--- src/rtl/fetch_unit_if.sv ---
`default_nettype none
// ============================================================================
// Module   : fetch_unit_if
// Brief    : Instruction-memory, redirect and decode-side bundle of fetch_unit.
// Revision : 1.0 - initial release
// ============================================================================
interface fetch_unit_if #(
   parameter int ADDRESS_WIDTH = 32,
   parameter int DATA_WIDTH    = 32
);
   logic [ADDRESS_WIDTH-1:0] imem_addr;
   logic [DATA_WIDTH-1:0]    imem_dout;
   logic                     halt;
   logic                     redirect_valid;
   logic [ADDRESS_WIDTH-1:0] redirect_pc;
   logic                     out_valid;
   logic                     out_ready;
   logic [DATA_WIDTH-1:0]    out_instr;
   logic [ADDRESS_WIDTH-1:0] out_pc;
   logic [31:0]              perf_bubbles;

   modport master (
      output imem_addr,
      input  imem_dout,
      input  halt,
      input  redirect_valid,
      input  redirect_pc,
      output out_valid,
      input  out_ready,
      output out_instr,
      output out_pc,
      output perf_bubbles
   );

   modport slave (
      input  imem_addr,
      output imem_dout,
      output halt,
      output redirect_valid,
      output redirect_pc,
      input  out_valid,
      output out_ready,
      input  out_instr,
      input  out_pc,
      input  perf_bubbles
   );
endinterface
`default_nettype wire

--- src/rtl/fetch_unit.sv ---
`default_nettype none
// ============================================================================
// Module   : fetch_unit
// Brief    : Sequential instruction fetch into a DEPTH-entry prefetch FIFO with
//            redirect flush and halt; FETCH_PERF_EN adds a bubble counter.
// Revision : 1.0 - initial release
// ============================================================================
module fetch_unit #(
   parameter int                       ADDRESS_WIDTH = 32,
   parameter int                       DATA_WIDTH    = 32,
   parameter logic [ADDRESS_WIDTH-1:0] RESET_PC      = 32'hBFC0_0000,
   parameter int                       DEPTH         = 4
) (
   input wire           clk,
   input wire           rst_n,
   fetch_unit_if.master bus
);
   localparam int                       c_ptr_w      = $clog2(DEPTH);
   localparam int                       c_cnt_w      = c_ptr_w + 1;
   localparam logic [c_cnt_w-1:0]       c_depth      = c_cnt_w'(DEPTH);
   localparam logic [c_ptr_w-1:0]       c_ptr_one    = c_ptr_w'(1);
   localparam logic [c_cnt_w-1:0]       c_cnt_one    = c_cnt_w'(1);
   localparam logic [ADDRESS_WIDTH-1:0] c_pc_step    = ADDRESS_WIDTH'(4);
   localparam logic [ADDRESS_WIDTH-1:0] c_align_mask = ~ADDRESS_WIDTH'(3);

   logic [ADDRESS_WIDTH-1:0] pc_q, pc_d;
   logic [c_ptr_w-1:0]       head_q, head_d;
   logic [c_ptr_w-1:0]       tail_q, tail_d;
   logic [c_cnt_w-1:0]       count_q, count_d;
   logic [ADDRESS_WIDTH-1:0] ent_pc_q    [DEPTH];
   logic [ADDRESS_WIDTH-1:0] ent_pc_d    [DEPTH];
   logic [DATA_WIDTH-1:0]    ent_instr_q [DEPTH];
   logic [DATA_WIDTH-1:0]    ent_instr_d [DEPTH];

   logic w_out_valid;
   logic w_pop;
   logic w_push;

   assign w_out_valid = (count_q != '0);
   assign w_pop       = w_out_valid && bus.out_ready;
   // A pop frees the head slot in the same edge, so a full buffer can still accept.
   assign w_push      = !bus.redirect_valid && !bus.halt && ((count_q < c_depth) || w_pop);

   always_comb begin
      pc_d        = pc_q;
      head_d      = head_q;
      tail_d      = tail_q;
      count_d     = count_q;
      ent_pc_d    = ent_pc_q;
      ent_instr_d = ent_instr_q;
      if (bus.redirect_valid) begin
         pc_d    = bus.redirect_pc & c_align_mask;
         head_d  = '0;
         tail_d  = '0;
         count_d = '0;
      end else begin
         if (w_push) begin
            ent_pc_d[tail_q]    = pc_q;
            ent_instr_d[tail_q] = bus.imem_dout;
            tail_d              = tail_q + c_ptr_one;
            pc_d                = pc_q + c_pc_step;
         end
         if (w_pop) begin
            head_d = head_q + c_ptr_one;
         end
         if (w_push && !w_pop) begin
            count_d = count_q + c_cnt_one;
         end else if (w_pop && !w_push) begin
            count_d = count_q - c_cnt_one;
         end
      end
   end

   always_ff @(posedge clk) begin
      if (!rst_n) begin
         pc_q    <= RESET_PC;
         head_q  <= '0;
         tail_q  <= '0;
         count_q <= '0;
      end else begin
         pc_q    <= pc_d;
         head_q  <= head_d;
         tail_q  <= tail_d;
         count_q <= count_d;
      end
   end

   // Payload storage needs no reset: it is only observed through a valid count.
   always_ff @(posedge clk) begin
      ent_pc_q    <= ent_pc_d;
      ent_instr_q <= ent_instr_d;
   end

   assign bus.imem_addr = pc_q;
   assign bus.out_valid = w_out_valid;
   assign bus.out_pc    = ent_pc_q[head_q];
   assign bus.out_instr = ent_instr_q[head_q];

`ifdef FETCH_PERF_EN
   logic [31:0] perf_q, perf_d;

   always_comb begin
      perf_d = perf_q;
      if (!w_out_valid && bus.out_ready && (perf_q != 32'hFFFF_FFFF)) begin
         perf_d = perf_q + 32'd1;
      end
   end

   always_ff @(posedge clk) begin
      if (!rst_n) begin
         perf_q <= '0;
      end else begin
         perf_q <= perf_d;
      end
   end

   assign bus.perf_bubbles = perf_q;
`else
   assign bus.perf_bubbles = 32'd0;
`endif
endmodule
`default_nettype wire

--- src/flat_wrapper.sv ---
// flat-port wrapper written by rule: the top's interface ports become plain ports
module fetch_unit_flat 
#(
   parameter int                       ADDRESS_WIDTH = 32,
   parameter int                       DATA_WIDTH    = 32,
   parameter logic [ADDRESS_WIDTH-1:0] RESET_PC      = 32'hBFC0_0000,
   parameter int                       DEPTH         = 4
)
  (clk, rst_n, bus_imem_addr, bus_imem_dout, bus_halt, bus_redirect_valid, bus_redirect_pc, bus_out_valid, bus_out_ready, bus_out_instr, bus_out_pc, bus_perf_bubbles);
  fetch_unit_if #(.ADDRESS_WIDTH(ADDRESS_WIDTH), .DATA_WIDTH(DATA_WIDTH)) bus_i ();
  input wire clk;
  input wire rst_n;
  output wire logic [$bits(bus_i.imem_addr)-1:0] bus_imem_addr;
  input wire logic [$bits(bus_i.imem_dout)-1:0] bus_imem_dout;
  input wire logic [$bits(bus_i.halt)-1:0] bus_halt;
  input wire logic [$bits(bus_i.redirect_valid)-1:0] bus_redirect_valid;
  input wire logic [$bits(bus_i.redirect_pc)-1:0] bus_redirect_pc;
  output wire logic [$bits(bus_i.out_valid)-1:0] bus_out_valid;
  input wire logic [$bits(bus_i.out_ready)-1:0] bus_out_ready;
  output wire logic [$bits(bus_i.out_instr)-1:0] bus_out_instr;
  output wire logic [$bits(bus_i.out_pc)-1:0] bus_out_pc;
  output wire logic [$bits(bus_i.perf_bubbles)-1:0] bus_perf_bubbles;
  assign bus_imem_addr = bus_i.imem_addr;
  assign bus_i.imem_dout = bus_imem_dout;
  assign bus_i.halt = bus_halt;
  assign bus_i.redirect_valid = bus_redirect_valid;
  assign bus_i.redirect_pc = bus_redirect_pc;
  assign bus_out_valid = bus_i.out_valid;
  assign bus_i.out_ready = bus_out_ready;
  assign bus_out_instr = bus_i.out_instr;
  assign bus_out_pc = bus_i.out_pc;
  assign bus_perf_bubbles = bus_i.perf_bubbles;
  fetch_unit #(.ADDRESS_WIDTH(ADDRESS_WIDTH), .DATA_WIDTH(DATA_WIDTH), .RESET_PC(RESET_PC), .DEPTH(DEPTH)) u_core (.clk(clk), .rst_n(rst_n), .bus(bus_i));
endmodule
--- config.mk ---
export PLATFORM = sky130hd
export DESIGN_NAME = fetch_unit_flat
export DESIGN_NICKNAME = d
export VERILOG_FILES = /design/src/rtl/fetch_unit_if.sv /design/src/rtl/fetch_unit.sv /design/src/flat_wrapper.sv
export SDC_FILE = /design/constraint.sdc
export NUM_CORES = 1
export LEC_CHECK = 0
export CAP_MARGIN = 25
export CORE_MARGIN = 3
export CORE_UTILIZATION = 57
export CTS_CLUSTER_SIZE = 24
export DETAILED_ROUTE_END_ITERATION = 10
export HOLD_SLACK_MARGIN = 0.06
export PLACE_DENSITY = 0.82
export SLEW_MARGIN = 20
export SYNTH_ARGS = -nofsm -noshare
export SYNTH_HDL_FRONTEND = slang
export SYNTH_SLANG_ARGS = --single-unit
export TNS_END_PERCENT = 50
--- constraint.sdc ---
create_clock -name clk -period 10.28 [get_ports clk]
set_input_delay 2.57 -clock clk [delete_from_list [all_inputs] [get_ports clk]]
set_output_delay 2.57 -clock clk [all_outputs]
set_load 0.02 [all_outputs]
; Word-level counts from Yosys, hierarchy flattened
; Index checks and enable logic that the tools add are counted.
[classes]
muxes = 14
n_addsub = 5
magnitude_cmp = 4
n_reduce_logical = 16
bitwise = 4
[ops]
columns = op, count
row1 = bitwise mux 128 bit, 2
row2 = two-way mux 32 bit, 7
row3 = binary-select mux 32 bit (select 2 bit), 2
row4 = demux 32 bit (select 2 bit), 1
row5 = adder 32 x 3 -> 32 bit (second input constant), 1
row6 = >= comparator 3 bit (second input constant), 2
row7 = logical AND 1 bit, 6
row8 = two-way mux 3 bit, 2
row9 = inverter 2 -> 3 bit, 2
row10 = adder 2 x 1 -> 2 bit (second input constant), 2
row11 = logical NOT 1 bit, 4
row12 = nonzero test 2 bit, 2
row13 = adder 3 x 1 -> 3 bit (second input constant), 1
row14 = < comparator 3 x 1 -> 1 bit (second input constant), 1
row15 = < comparator 3 bit (second input constant), 1
row16 = nonzero test 3 bit, 1
row17 = subtractor 3 x 1 -> 3 bit (second input constant), 1
row18 = inverter 1 bit, 2
row19 = AND reduction 2 bit, 1
row20 = OR reduction 2 bit, 1
row21 = logical OR 1 bit, 1
[totals]
in_bits = 69
output_inout_bits = 129
word_cells = 56
reg_bits = 295

; Logic depth before layout (Yosys ltp)
; Gate-level depths: netlist of run 1.
[logic_depth]
depth_word = 8
depth_mapped = 9
mapped_depth_nobuf = 9

; Worst setup path before layout of run 1
; Ideal clock, no wire load.
[synth_path]
path_type = in2reg
from = input port bus_halt
to = register u_core.ent_instr_q[0] (netlist bit) (enable)
arrival_time_ns = 4.747
setup_slack_ns = 5.106
t_required_ns = 9.853
setup_ns = 0.427
path_stages = 4
path_buffers = 1
path_cell_list = clkbuf_1 -> or3_1 -> inv_1 -> and2_1
[synth_between]
elab_chain_len = 4
[synth_rtl]
columns = element, line_no
row1 = "start, declared", flat_wrapper.sv:15  ; input wire logic [$bits(bus_i.halt)-1:0] bus_halt;
row2 = logical NOT 1 bit, fetch_unit.sv:42  ; assign w_push = !bus.redirect_valid && !bus.halt && ((count_q < c_depth) || w_pop);
row3 = logical AND 1 bit (2 in a row), fetch_unit.sv:42
row4 = named net u_core.w_push, fetch_unit.sv:37  ; logic w_push;
row5 = AND reduction 2 bit (no source line), --
row6 = "end signal, assigned", fetch_unit.sv:91  ; ent_instr_q <= ent_instr_d;
row7 = "end, declared", fetch_unit.sv:32  ; logic [DATA_WIDTH-1:0] ent_instr_q [DEPTH];
; The timed path passes the listed nets, and every way through them passes these cells.
; A chain may end at the register's enable or synchronous reset.

; Worst setup path in the final report of run 1
[layout_path]
from = register u_core.head_q[0]
to = output port bus_out_pc[16]
[layout_between]
elab_chain_len = 4
[layout_rtl]
columns = element, line_no
row1 = "start, declared", fetch_unit.sv:27  ; logic [c_ptr_w-1:0] head_q, head_d;
row2 = "start signal, assigned", fetch_unit.sv:77  ; head_q <= '0;
row3 = "start signal, assigned", fetch_unit.sv:82  ; head_q <= head_d;
row4 = inverter 2 -> 3 bit (not written as such), fetch_unit.sv:96  ; assign bus.out_pc = ent_pc_q[head_q];
row5 = binary-select mux 32 bit (select 2 bit), fetch_unit.sv:96
row6 = two-way mux 32 bit (not written as such) (2 in a row), fetch_unit.sv:96
row7 = "end, declared", flat_wrapper.sv:21  ; output wire logic [$bits(bus_i.out_pc)-1:0] bus_out_pc;
; No other way between the ends. The select of a mux whose other input is x is not followed.

==> results by stage, run 1 <==
Global routing:
- The via count of the first global-routing pass was 6872.
- The initial antenna violation count is 0.
- The global-route wire length before repair is 38200 µm.
- The pin count of the biggest net entering global routing is 64.
- The global-route total usage across every layer is ~22%.
- Global routing finished with a remaining overflow of 0.

Finish:
- The core occupancy in the finished layout is 72.0%.
- The repair_antennas step left the layout with diodes totalling 0.
- Of the cells placed in the final design, the portion with a size suffix greater than 1 is between 10% and 20%.
- Fill cells in the final layout number roughly 1300.
- The net count of the finished layout is 883.
- The area growth from synthesis to layout is 22.8%.

Critical path:
- The endpoint required time on the critical path is 7.71 ns.
- The worst setup path category is reg2out.
- The largest single stage delay on the critical path is 0.60 ns.
- The critical path data arrival time is between 3 and 4 ns.
- The slowest cell on the critical path is clkdlybuf4s50_1.
- Of all nets on the critical path, the largest fanout is 29.
- Walking the worst path, the cells encountered are buf_4 -> buf_16 -> mux4_2 -> clkdlybuf4s50_1.
- The worst setup path is launched from a flop.
- The endpoint kind of the worst setup timing path is an output port.
- The cell type group with the largest total delay on the critical path is buffers and inverters.
- The critical path contains buffers and inverters numbering 3 combined.

Power:
- The peak ir drop on the vdd network is around 0.14 mV.
- In this run the power density over the cells is 179 nW/µm².
- The overall power after layout is 0.00254 W.
- The analysis attributes to cell leakage a power of 4.53 nW.

Yosys:
- Ranked by instance count, the synthesized netlist is headed by edfxtp_1, mux4_2, dfxtp_1, buf_4, clkbuf_1.
- In this run the biggest area consumer among cell types represents 64.6% of the synthesized area.
- The average cell area after synthesis is 17.7 µm².
- The most frequently used flop master after synthesis is edfxtp_1.
- The number of synthesized register bits is 285.
- Counting every instance in the synthesized netlist gives 652.
- Ranked by total cell area, the synthesized netlist is headed by edfxtp_1, mux4_2, dfxtp_1, buf_4, clkbuf_1.
- For this run, the number of Yosys warnings is 0.
- The synthesized netlist occupies a cell area of 11500 µm².
- The number of flops mapped to enable cells by yosys is 248.
- The most common cell in the synthesized netlist is edfxtp_1.
- The share of synthesized area occupied by flip-flops and latches is 71.0%.
- The biggest area contributor in the post-synthesis netlist is edfxtp_1.
- Of all flip-flops after synthesis, the portion carrying an async set or reset was 0%.
- The count of different cell masters after synthesis is 56.

Timing:
- Setup slack on the critical path of the routed design comes to 4.68 ns.
- The time the worst path needs with I/O delays and setup is about 5.6 ns.
- The timing-limited maximum frequency is between 150 and 200 MHz.
- Setup repair after global routing left no endpoint under its margin.
- The slew at the pin with the worst max-slew slack is 1.02 ns.
- The count of endpoints failing setup in the final report is 0.
- The post-route fraction of the period consumed by the critical path is 54.5%.
- Summed over all failing endpoints, the final setup total negative slack is 0 ns.
- The worst hold-check slack is 0.537 ns.
- The relative slew slack is 32.2%.
- The number of failing hold endpoints at the final stage is 0.
- Across the routed clock network, the largest skew measured is 0.0102 ns.
- The total count of max-transition violations in the final report is 0.

Outcome:
- The run finished with clean final reports.

Hold path:
- The worst hold path class is reg2reg.

Clock tree:
- The source-to-sink clock delay at the later pin of the worst-skew pair is 0.53 ns.
- In this run, post-CTS hold repair placed 0 buffers.
- Counting every sink on the clock net gives 285.
- The root buffer cell chosen for the clock tree is clkbuf_16.
- Counting the buffers created by CTS gives 28.
- The depth of the CTS H-tree is 1.
- In this run, post-CTS repair resized a total of 0 instances.
- The clock-pin slew on the worst setup and hold paths is 0.07 ns.
- The number of buffers inserted by post-CTS setup repair is 0.
- TritonCTS built the clock tree.
- No sink is reached through more buffers than the 3 on the longest clock path.

Routing:
- The detailed-route DRC error count is 0.
- The detailed router placed 6666 vias in this run.
- The count of nets left with antenna violations once routing finished came out at 0.
- The detailed router's first-iteration violation count is 673.
- The routed wire length per instance is 22.7 µm.
- The total detailed-routing wirelength is 24800 µm.
- The via density per instance is 6.09.
- The first TritonRoute pass finished after 6 iterations.

Flow run:
- The number of max-capacitance violations reported is 0.

Placement:
- The final RePlAce weighted congestion is 0.906.
- At the placement stage, the worst setup path has a slack of 5.04 ns.
- The port buffer count is around 160.
- Detailed placement ended at an HPWL of 14800 µm.

Die:
- The number of rows created at floorplan is 51.
- The overall die width is 148 µm.
- The starting utilization of the core area is about three fifths.
- The total area inside the core boundary comes to 19700 µm².
- The area enclosed by the die boundary is between 20000 and 25000 µm².
- Pin placement for this block handled 198 I/O pins.
- The overall die height is 148 µm.
[registers in the layout (all words and copies together) (netlist names)]
name and flops:
u_core.ent_instr_q 128, u_core.ent_pc_q 120, u_core.bus.imem_addr 30, u_core.count_q 3, u_core.head_q 2, u_core.tail_q 2
[per-stage QoR]
stage,area [µm²],instances
finish,14200,1094
global route,14200,1094
CTS,14100,1093
detailed placement,13200,1041
global placement,13200,1040
floorplan,11700,687
[final timing paths]
kind / start / to / slack, ns / cells past startpoint
worst max-delay path: u_core.head_q[0]$_SDFFE_PP0P_ / bus_out_pc[16] / 4.68 / 4
worst min-delay path: u_core.tail_q[1]$_SDFFE_PP0P_ / u_core.tail_q[1]$_SDFFE_PP0P_ / 0.54 / 2
worst max register to register: u_core.bus.imem_addr[2]$_SDFFE_PN0P_ / u_core.bus.imem_addr[30]$_SDFFE_PN0P_ / 7.64 / 5
worst min register to register: u_core.tail_q[1]$_SDFFE_PP0P_ / u_core.tail_q[1]$_SDFFE_PP0P_ / 0.54 / 2
[per-layer routing]
layer | share of wire, % | vias up | GRT usage, %
li1 | - | 2897 | -
met1 | 38 | 3319 | 30.5
met2 | 50 | 408 | 37.2
met3 | 10 | 42 | 5.70
met4 | 1.8 | 0 | 5.45
met5 | 0 | - | 0
[power breakdown]
group          internal (W)  total, W  leakage (nW)  switching, W
clock network      0.000587  0.000998         0.450      0.000411
registers           0.00129   0.00132          2.55     0.0000306
logic              0.000107  0.000221          1.53      0.000114
[cell type report]
| class | count | area, µm² | area share [%] |
|---|---|---|---|
| timing repair buffer | 164 | 1670 | 11.8 |
| sequential | 285 | 8200 | 57.9 |
| clock inverter | 13 | 115 | 0.813 |
| clock buffer | 39 | 793 | 5.60 |
| multi-input combinational | 321 | 3030 | 21.4 |
| inverter | 7 | 26.3 | 0.186 |
| tap | 265 | 332 | 2.34 |
[cells by family after synthesis]
kind of cell / Yosys count / synth area share [%]
flops: 285 / 71.0
fa+ha+maj: 7 / 0.825
compound gates: 68 / 4.34
simple gates: 136 / 6.81
buf+inv: 81 / 3.95
xor+xnor: 11 / 0.835
other cells: 1 / 0.0325
mux: 63 / 12.2
[worst min-delay path, delay by kind of cell (launching register included)]
| family | cells | cell delay, ns |
|---|---|---|
| flip-flops | 1 | 0.34 |
| AO/OA/AOI/OAI | 2 | 0.15 |
[layout by cell type (no fill, tap or decap), types with 3 or more instances in the layout]
master	Yosys	routed
a21oi_1	3	3
clkinv_2	0	8
nand3_1	16	16
buf_4	36	3
conb_1	1	36
nor3_1	7	7
nor4_1	9	9
a311oi_1	3	3
nor2b_1	4	4
a31oi_1	5	5
o311a_1	6	6
nor2_1	24	24
xnor2_1	4	4
o21ai_0	18	18
clkbuf_8	0	3
and2_4	0	4
clkbuf_16	0	29
xor2_1	7	7
inv_1	7	7
nand4_1	14	14
nand2_1	14	14
nand2b_1	3	3
clkbuf_1	26	7
or3_1	11	11
and2_1	7	3
ha_1	6	6
and3_1	4	4
and4_1	6	6
edfxtp_1	248	248
mux4_2	62	62
dfxtp_1	37	35
a211oi_1	10	10
o31ai_1	4	4
clkdlybuf4s50_1	0	159
or4_1	7	7
Power figures use the tool's default switching activity.
==> run 2, diff against run 1 <==
--- a/config.mk
+++ b/config.mk
@@ -7,11 +7,11 @@
 export LEC_CHECK = 0
 export CAP_MARGIN = 25
 export CORE_MARGIN = 3
-export CORE_UTILIZATION = 57
+export CORE_UTILIZATION = 48
 export CTS_CLUSTER_SIZE = 24
 export DETAILED_ROUTE_END_ITERATION = 10
 export HOLD_SLACK_MARGIN = 0.06
-export PLACE_DENSITY = 0.82
+export PLACE_DENSITY = 0.73
 export SLEW_MARGIN = 20
 export SYNTH_ARGS = -nofsm -noshare
 export SYNTH_HDL_FRONTEND = slang
==> constraint.sdc (replaced) <==
create_clock -name clk -period 4.8 [get_ports clk]
set_input_delay 1.2 -clock clk [delete_from_list [all_inputs] [get_ports clk]]
set_output_delay 1.2 -clock clk [all_outputs]
set_load 0.02 [all_outputs]
==> results by stage, run 2 (synthesis gave the netlist of run 1 again) <==
Routing:
- The detailed-route DRC error count is 0.
- The count of vias placed by the detailed router is 6688.
- In the final routed layout, each cell accounts on average for 21.7 µm.
- Using the TritonRoute via totals, the vias-per-cell ratio works out to between 5 and 6.
- The detailed router's first-iteration violation count is roughly 730.
- The total detailed-routing wirelength is 25100 µm.
- The number of nets with antenna violations after detailed routing is 0.
- The first detailed-routing pass ran for 6 iterations.

Flow run:
- The number of max-capacitance violations reported is 0.

Outcome:
- The run finished with clean final reports.

Power:
- Registers are responsible for 50.2% of the overall power.
- For this design the ratio of total power to cell area is 391 nW/µm².
- The reported net switching power is between 0.001 and 0.0015 W.
- The peak ir drop on the vdd network is 0.197 mV.
- The part of the total power dissipated in combinational logic is 8.4%.
- Net switching is around 22% of the power.
- In this run the static leakage power is between 4 and 5 nW.
- The internal portion of total power is 0.00439 W.
- The clock network is responsible for 41.4% of the overall power.

Finish:
- The flip-flop count of the largest register, all copies and words added is 128.
- The growth of design area from synthesis to finish is 24.7%.
- The top register by number of flip-flops is u_core.ent_instr_q.
- Leaving out fill and tap cells, the most frequent cells in the layout are edfxtp_1, clkdlybuf4s50_1, mux4_2.
- In the final layout, the share of cells above drive strength 1 is roughly 15%.
- The library cell used most frequently in the layout, excluding fill and tap cells, is edfxtp_1.
- The repair_antennas step left the layout with diodes totalling 0.
- The area of all placed cells without fillers is 14400 µm².
- The number of nets in the finished design is 891.

Hold path:
- In this run the worst hold path is classified as reg2reg.

Timing:
- The number of failing hold endpoints at the final stage came to 0.
- The worst hold-check slack is between 0.5 and 0.6 ns.
- Measured against its own limit, the worst slew margin works out to 34.9%.
- Setup repair after global routing left no endpoint under its margin.
- Derived from the worst setup path, the maximum achievable clock frequency is between 200 and 250 MHz.
- The slew at the pin with the worst max-slew slack is 0.976 ns.
- The aggregate negative setup slack is 0 ns.
- The final critical path takes up 84.1% of the cycle.
- Across the routed clock network, the largest skew measured is between 0.01 and 0.015 ns.
- The time the worst path needs with I/O delays and setup is approximately 4.0 ns.
- Setup violations remaining at the end of the flow were counted as 0.
- The total count of max-transition violations in the final report is 0.

Die:
- In this run the count of I/O pins placed on the die edge is 198.
- Once the floorplan was initialized, standard cells occupied 49.0% of the core.
- The die is approximately 160 µm wide.
- The overall die height is 161 µm.
- After floorplanning, the core was divided into 56 placement rows.
- After floorplanning, the core was sized to cover 23500 µm².
- The area enclosed by the die boundary is 25900 µm².

Global routing:
- The total global routing overflow is 0.
- The global-route wire length before repair is 38900 µm.
- The initial antenna violation count was 0.
- The via count of the first global-routing pass is a little under 7000.
- Entering global routing, the biggest net connects 64 pins.
- The global-route total usage across every layer is 19.0%.

Clock tree:
- No sink is reached through more buffers than the 3 on the longest clock path.
- TritonCTS created 30 clock buffers.
- The master cell of the clock root buffer is clkbuf_16.
- In this run, post-CTS hold repair placed 0 buffers.
- The post-cts repair resize count is 0.
- Post-CTS timing repair inserted 0 buffers for setup.
- In this run the number of H-tree levels came out at 1.
- The CTS tree is built.
- The clock net in this run drives a total of 285 sinks.
- The clock-pin slew on the worst setup and hold paths is about 0.06 ns.
- The source-to-sink clock delay at the later pin of the worst-skew pair is 0.54 ns.

Critical path:
- On the critical path, the stage with the largest delay is an instance of dfxtp_4.
- The endpoint required time on the critical path is 3.60 ns.
- The delay of the slowest critical-path stage is 0.78 ns.
- The startpoint type of the worst setup path is a flop.
- The critical-path maximum fanout is 32.
- The endpoint kind of the worst setup timing path is an output port.
- The setup path with the least slack is of type reg2out.
- The cell family contributing the most delay on the critical path is buffers and inverters.
- The critical path contains buffers and inverters numbering 2 combined.
- Walking the worst path, the cells encountered are buf_12 -> mux4_2 -> clkdlybuf4s50_1.
- For the worst setup path, the data arrival time is 2.83 ns.

Placement:
- In this run the cell area measured after placement is 13400 µm².
- Detailed placement ended at an HPWL of about 16000 µm.
- The port buffer count is 159.
- The final RePlAce weighted congestion is between 0.8 and 0.9.
==> run 2: per-stage QoR <==
step	cells	power [W]	utilization, %	worst slack (ns)
after floorplan	687	0.00313	-	0.996
after global placement	1102	0.00334	56.8	1.02
after detailed placement	1102	0.00335	56.8	0.967
after CTS	1158	0.00567	61.1	0.671
after global routing	1158	0.00581	61.1	0.575
final	1158	0.00563	61.1	0.765
==> run 2: metal layers <==
metal	vias up	GRT usage, %	part of all wire [%]	routed length, µm
met4	0	3.64	1.6	402
met3	42	3.41	8.7	2180
met2	365	31.2	48	12100
li1	2912	-	-	-
met5	-	0	0	0
met1	3369	27.5	41	10400
==> run 2: layout make-up <==
type | count | area, µm²
multi-input combinational | 321 | 3030
tap | 319 | 399
inverter | 7 | 26.3
clock inverter | 18 | 208
clock buffer | 38 | 802
fill | 1749 | 9160
sequential | 285 | 8200
timing repair buffer | 170 | 1720
==> run 2: power groups by stage <==
stage	logic (W)	clock network, W	registers, W
6_report	0.000474	0.00233	0.00283
5_1_grt	0.000500	0.00248	0.00284
4_1_cts	0.000475	0.00237	0.00283
3_3_place_gp	0.000465	0	0.00287
2_1_floorplan	0.000254	0	0.00287
3_5_place_dp	0.000473	0	0.00288
==> run 2: worst paths after layout <==
kind | start | to | slack [ns] | cells past startpoint
hold / removal | u_core.tail_q[1]$_SDFFE_PP0P_ | u_core.tail_q[1]$_SDFFE_PP0P_ | 0.53 | 2
setup / recovery | u_core.head_q[0]$_SDFFE_PP0P_ | bus_out_pc[4] | 0.77 | 3
setup reg to reg | u_core.bus.imem_addr[2]$_SDFFE_PN0P_ | u_core.bus.imem_addr[30]$_SDFFE_PN0P_ | 2.24 | 5
hold reg to reg | u_core.tail_q[1]$_SDFFE_PP0P_ | u_core.tail_q[1]$_SDFFE_PP0P_ | 0.53 | 2
==> run 2: tightest hold or removal path: cells and delay by family (launching register included) <==
family / cells / cell delay, ns
AOI/OAI and AO/OA: 2 / 0.14
DFF: 1 / 0.34
==> RTL change 1: new RTL, settings of run 2 <==
`RESET_PC` is set to 32'hBFC0_0000 in 2 places; all go to 32'h5FE00000.
--- a/src/rtl/fetch_unit.sv
+++ b/src/rtl/fetch_unit.sv
@@ -8,7 +8,7 @@
 module fetch_unit #(
    parameter int                       ADDRESS_WIDTH = 32,
    parameter int                       DATA_WIDTH    = 32,
-   parameter logic [ADDRESS_WIDTH-1:0] RESET_PC      = 32'hBFC0_0000,
+   parameter logic [ADDRESS_WIDTH-1:0] RESET_PC      = 32'h5FE00000,
    parameter int                       DEPTH         = 4
 ) (
    input wire           clk,
--- a/src/flat_wrapper.sv
+++ b/src/flat_wrapper.sv
@@ -3,7 +3,7 @@
 #(
    parameter int                       ADDRESS_WIDTH = 32,
    parameter int                       DATA_WIDTH    = 32,
-   parameter logic [ADDRESS_WIDTH-1:0] RESET_PC      = 32'hBFC0_0000,
+   parameter logic [ADDRESS_WIDTH-1:0] RESET_PC      = 32'h5FE00000,
    parameter int                       DEPTH         = 4
 )
   (clk, rst_n, bus_imem_addr, bus_imem_dout, bus_halt, bus_redirect_valid, bus_redirect_pc, bus_out_valid, bus_out_ready, bus_out_instr, bus_out_pc, bus_perf_bubbles);
Formal check against the unedited RTL: not equivalent (a bounded check fails within 4 cycles, from zero or initial values and one cycle with rst_n low).
==> RTL change 1 against run 2 <==
- synthesized area down 1.5%
- combinational power decreased by 5.9%
- clock skew down 0.0045 ns
- sequential cell count unchanged
- sequential share of layout area up 1.5 points
- design area shrank 2.5%
- register-to-register slack better by 0.27 ns
- total power shrank 5.7%
- clock power decreased by 12%
- count of clock-buffer cells in the layout down 3
- routed wire length down 6.2%
- setup slack improved by 0.096 ns
- critical endpoint unchanged
==> RTL change 1: results (changes against run 2) <==
synth warn=0 (unchanged); Post-synth top cells=edfxtp_1 (248), mux4_2 (62), buf_4 (37), dfxtp_1 (37); I/O Buffers=159 (unchanged); Design Power=5.31 mW (-5.7%); Adder-Cell Fraction of Synth Area=0.837% (+0.012 points); worst setup skew after layout=0.00745 ns (-0.00453 ns); routed vias=6,092 (-8.9%); vias in the first global route=6,454 (-4.9%); Seq/Total Area, Yosys=72.1% (+1.1 points); Starting DRT DRC Count=286 (-61%); DP Area=13,200 µm² (-1.6%); worst slack at placement=1.23 ns (+0.262 ns); # diodes=0 (unchanged); drt wl/cell=21.0 µm (-2.9%); post-synthesis compound-gate area fraction=2.96% (-1.4 points); P_leak=4.59 nW (about the same); Post-CTS Setup Repair Bufs=0 (unchanged); Async SR Flop Fraction=0% (unchanged); Synth area leaders=edfxtp_1 (66%), mux4_2 (12%), dfxtp_1 (6.5%), buf_4 (2.4%), xor2_1 (1.4%); global-route wire length before repair=37,100 µm (-4.4%); P_sw=1.18 mW (-4.6%); antenna violations before repair=0 (unchanged); via-per-instance ratio=5.44 (-5.7%); outcome=finished, final reports clean; total CTS buffers=29 (-3.3%); Post-synth EDFFs=248 (unchanged); multiplexer share of the synthesized area=12.8% (+0.62 points); # fillers=1,657 (-5.3%); largest net degree at the start of global routing=64 (unchanged); RePlAce Congestion=0.852 (+3.1%); Synth Area in XOR/XNOR=1.85% (+1.0 points); placed insts=1,066 (-3.3%); Synth cell types=49 (-13%); nets=860 (-3.5%); Reg with most FFs=u_core.ent_instr_q; Hold Path Class=reg -> reg; GRT Util Overall=18.4% (-0.68 points); peak fanout along the critical path=48 (+50%); sequential power share=52.9% (+2.7 points); Post-CTS Resized=0 (unchanged); DP Wirelength=14,000 µm (-9.9%); Clk. pwr=2.06 mW (-12%); clk buf depth=3 (unchanged); VDD IR-drop max=0.000294 V (+49%); Rel. slew slack=34.3% (-0.65 points); clk slew on worst S/H paths=0.06 ns (about the same); Crit path arrival time=2.74 ns (-0.09 ns); DR pass1 iterations=4 (-2); synthesized area per cell=18.4 µm² (+4.1%); slowest CP cell=clkdlybuf4s50_1; root buffer cell=clkbuf_16; layout cell share with drive strength beyond 1=15.0% (-0.24 points); Largest register FFs=128 (unchanged); Worst path max stage delay=0.60 ns (-0.18 ns)
## RTL change 1: cell types whose count changed in the layout (fill, tap and decap cells not counted), moves of 8 or more
cell             run 2  this run
nor2_1              24        14
a21oi_1              3        13
nor4_1               9         1
xor2_1               7        18
a211oi_1            10         0
or3_1               11         2
## RTL change 1: per-layer routing
metal	global-route usage (%)	vias to the layer above	wire length (µm)
met3	4.88	40	1870
met4	4.58	0	561
met2	30.2	265	11300
li1	-	2731	-
met1	24.7	3056	9850
met5	0	-	0
## RTL change 1: layout make-up
type	count	area (µm²)	area share, %
Clock buffer	35	748	5.34
Clock inverter	18	114	0.812
Inverter	5	18.8	0.134
Multi-Input combinational cell	299	2910	20.8
Sequential cell	285	8200	58.4
Tap cell	313	392	2.79
Timing Repair Buffer	164	1640	11.7
## RTL change 1: worst paths after layout
| check | slack [ns] | to | from | depth (start not counted) |
|---|---|---|---|---|
| max | 0.86 | bus_out_pc[4] | u_core.head_q[0] | 3 |
| max reg2reg | 2.51 | u_core.bus.imem_addr[25] | u_core.bus.imem_addr[15] | 5 |
| min reg2reg | 0.54 | u_core.count_q[2] | u_core.count_q[2] | 2 |
| min | 0.54 | u_core.count_q[2] | u_core.count_q[2] | 2 |
## RTL change 1: worst max-delay path, delay by kind of cell, from the launching register on
kind | cells | cell delay (ns)
buffers and inverters | 2 | 1.00
muxes | 1 | 0.57
DFF | 1 | 0.59
## RTL change 1: logic make-up after synthesis
group / Yosys count
XOR/XNOR: 24
multiplexers: 68
AND/OR/NAND/NOR: 113
AO/OA/AOI/OAI: 51
adder cells (fa/ha/maj): 7
buffers and inverters: 68
flip-flops: 285
other: 1
==> RTL change 2: new RTL, flow settings as in run 2 <==
Made on the original files. The option `FETCH_PERF_EN` is turned on by a define.
--- a/src/rtl/fetch_unit.sv
+++ b/src/rtl/fetch_unit.sv
@@ -5,6 +5,8 @@
 //            redirect flush and halt; FETCH_PERF_EN adds a bubble counter.
 // Revision : 1.0 - initial release
 // ============================================================================
+`define FETCH_PERF_EN
+
 module fetch_unit #(
    parameter int                       ADDRESS_WIDTH = 32,
    parameter int                       DATA_WIDTH    = 32,
Check against the original RTL: not equivalent (Yosys sat finds a counterexample within 4 cycles, from zero or initial values and one cycle with rst_n low).
==> RTL change 2 against run 2 <==
- combinational power fell by 4%
- global-route usage rose by 0.49 points
- via count rose by 14%
- total power rose by 5.9%
- synthesized cell count rose by 19%
- routed wire length rose by 12%
- setup slack improved by 0.043 ns
- synthesized area rose by 11%
- design area rose by 12%
- maximum frequency rose by 1.1%
- sequential power rose by 9.2%
- sequential cell count rose by 32
- critical endpoint is now bus_out_pc[11]
==> RTL change 2: results (changes against run 2) <==
Hold Path Class=reg -> reg; Synth area leaders=edfxtp_1 (58%), mux4_2 (11%), dfxtp_1 (11%), a21oi_1 (1.6%), or3_1 (1.5%); post-synthesis compound-gate area fraction=5.40% (+1.1 points); Post-synth EDFFs=248 (unchanged); outcome=finished, final reports clean; Starting DRT DRC Count=635 (-13%); met2 wire length=13,800 µm (+14%); DP Wirelength=18,000 µm (+16%); P_leak=5.12 nW (+12%); clk buf depth=3 (unchanged); peak fanout along the critical path=27 (-16%); Reg with most FFs=u_core.ent_instr_q; Top Metal Used=met5; H-tree levels=1 (unchanged); DP Area=15,100 µm² (+13%); layout cell share with drive strength beyond 1=14.7% (-0.53 points); Rel. slew slack=34.3% (-0.61 points); Net Sw Frac=21.0% (-1.0 points); Top FF cell, synth=edfxtp_1; Post-CTS Resized=0 (unchanged); via-per-instance ratio=5.69 (-1.5%); # fillers=1,888 (+7.9%); clk slew on worst S/H paths=0.06 ns (about the same); total CTS buffers=31 (+3.3%); nets=1,058 (+19%); Post-CTS Setup Repair Bufs=0 (unchanged); Largest register FFs=128 (unchanged); Crit path arrival time=2.79 ns (-0.04 ns); GR met3 Demand/Resource=4.76% (+1.4 points); Async SR Flop Fraction=0% (unchanged); Met3 Wirelength=2330 µm (+6.5%); antenna violations before repair=2 (+2); largest net degree at the start of global routing=64 (unchanged); root buffer cell=clkbuf_16; I/O Buffers=191 (+20%); synth warn=0 (unchanged); r2r setup slk=2.19 ns (-0.05 ns); DR pass1 iterations=5 (-1); met1 wire length=11,600 µm (+12%); GR Layer Usage met1=26.8% (-0.66 points); drt wl/cell=21.0 µm (-3.2%); Post-synth top cells=edfxtp_1 (248), dfxtp_1 (69), mux4_2 (62); hold_ws=0.491 ns (-0.0389 ns); RePlAce Congestion=0.845 (+2.3%); VDD IR-drop max=0.000270 V (+37%); Skew-Pair Late Insertion Delay=0.54 ns (about the same); Synth Area in XOR/XNOR=1.79% (+0.95 points); GRT Util Overall=19.5% (+0.49 points); global-route wire length before repair=43,900 µm (+13%); Seq/Total Area, Yosys=69.3% (-1.7 points); worst setup skew after layout=0.0196 ns (+0.00760 ns); vias in the first global route=7,644 (+13%); Synth cell types=56 (unchanged); grt met2 use=32.4% (+1.2 points); multiplexer share of the synthesized area=11.7% (-0.52 points); Adder-Cell Fraction of Synth Area=0.844% (+0.020 points)
RTL change 2: cell type report:
cell class	count	area [µm²]	area share (%)
repair buffers	206	2090	12.9
multi-input cells	412	3710	23.0
well taps	335	419	2.60
inverters	13	48.8	0.302
flip-flops and latches	317	8840	54.7
diodes	3	7.51	0.0465
clock buffers	45	900	5.57
clock inverters	12	138	0.852
RTL change 2: metrics by stage:
step	utilization, %	std cells	worst slack, ns	power, mW
2_1_floorplan	-	782	1.11	3.36
3_3_place_gp	57.9	1281	0.961	3.60
3_5_place_dp	57.9	1282	0.874	3.61
4_1_cts	61.9	1339	0.723	6.02
5_1_grt	61.9	1340	0.643	6.17
6_report	62.0	1343	0.808	5.96
RTL change 2: logic make-up after synthesis:
logic type / after synthesis
flops: 317
simple gates: 194
compound gates: 109
mux: 71
buf+inv: 53
xor+xnor: 26
fa+ha+maj: 8
other cells: 1
RTL change 2: critical path: stages (launching register included):
cell	delay, ns
dfxtp_4	0.76
buf_4	0.36
mux4_2	0.56
clkdlybuf4s50_1	0.56
RTL change 2: worst paths after layout:
check / depth (start not counted) / end / startpoint
min: 2 / u_core.bus.perf_bubbles[27] / u_core.bus.perf_bubbles[27]
min reg2reg: 2 / u_core.bus.perf_bubbles[27] / u_core.bus.perf_bubbles[27]
max: 3 / bus_out_pc[11] / u_core.head_q[0]
max reg2reg: 8 / u_core.count_q[2] / u_core.count_q[2]
RTL change 2: power groups by stage:
| stage | clock, mW | sequential [mW] | combinational [mW] |
|---|---|---|---|
| after floorplan | 0 | 3.15 | 0.215 |
| after global placement | 0 | 3.14 | 0.453 |
| after detailed placement | 0 | 3.15 | 0.458 |
| after CTS | 2.47 | 3.09 | 0.461 |
| after global routing | 2.58 | 3.10 | 0.485 |
| final | 2.42 | 3.09 | 0.455 |
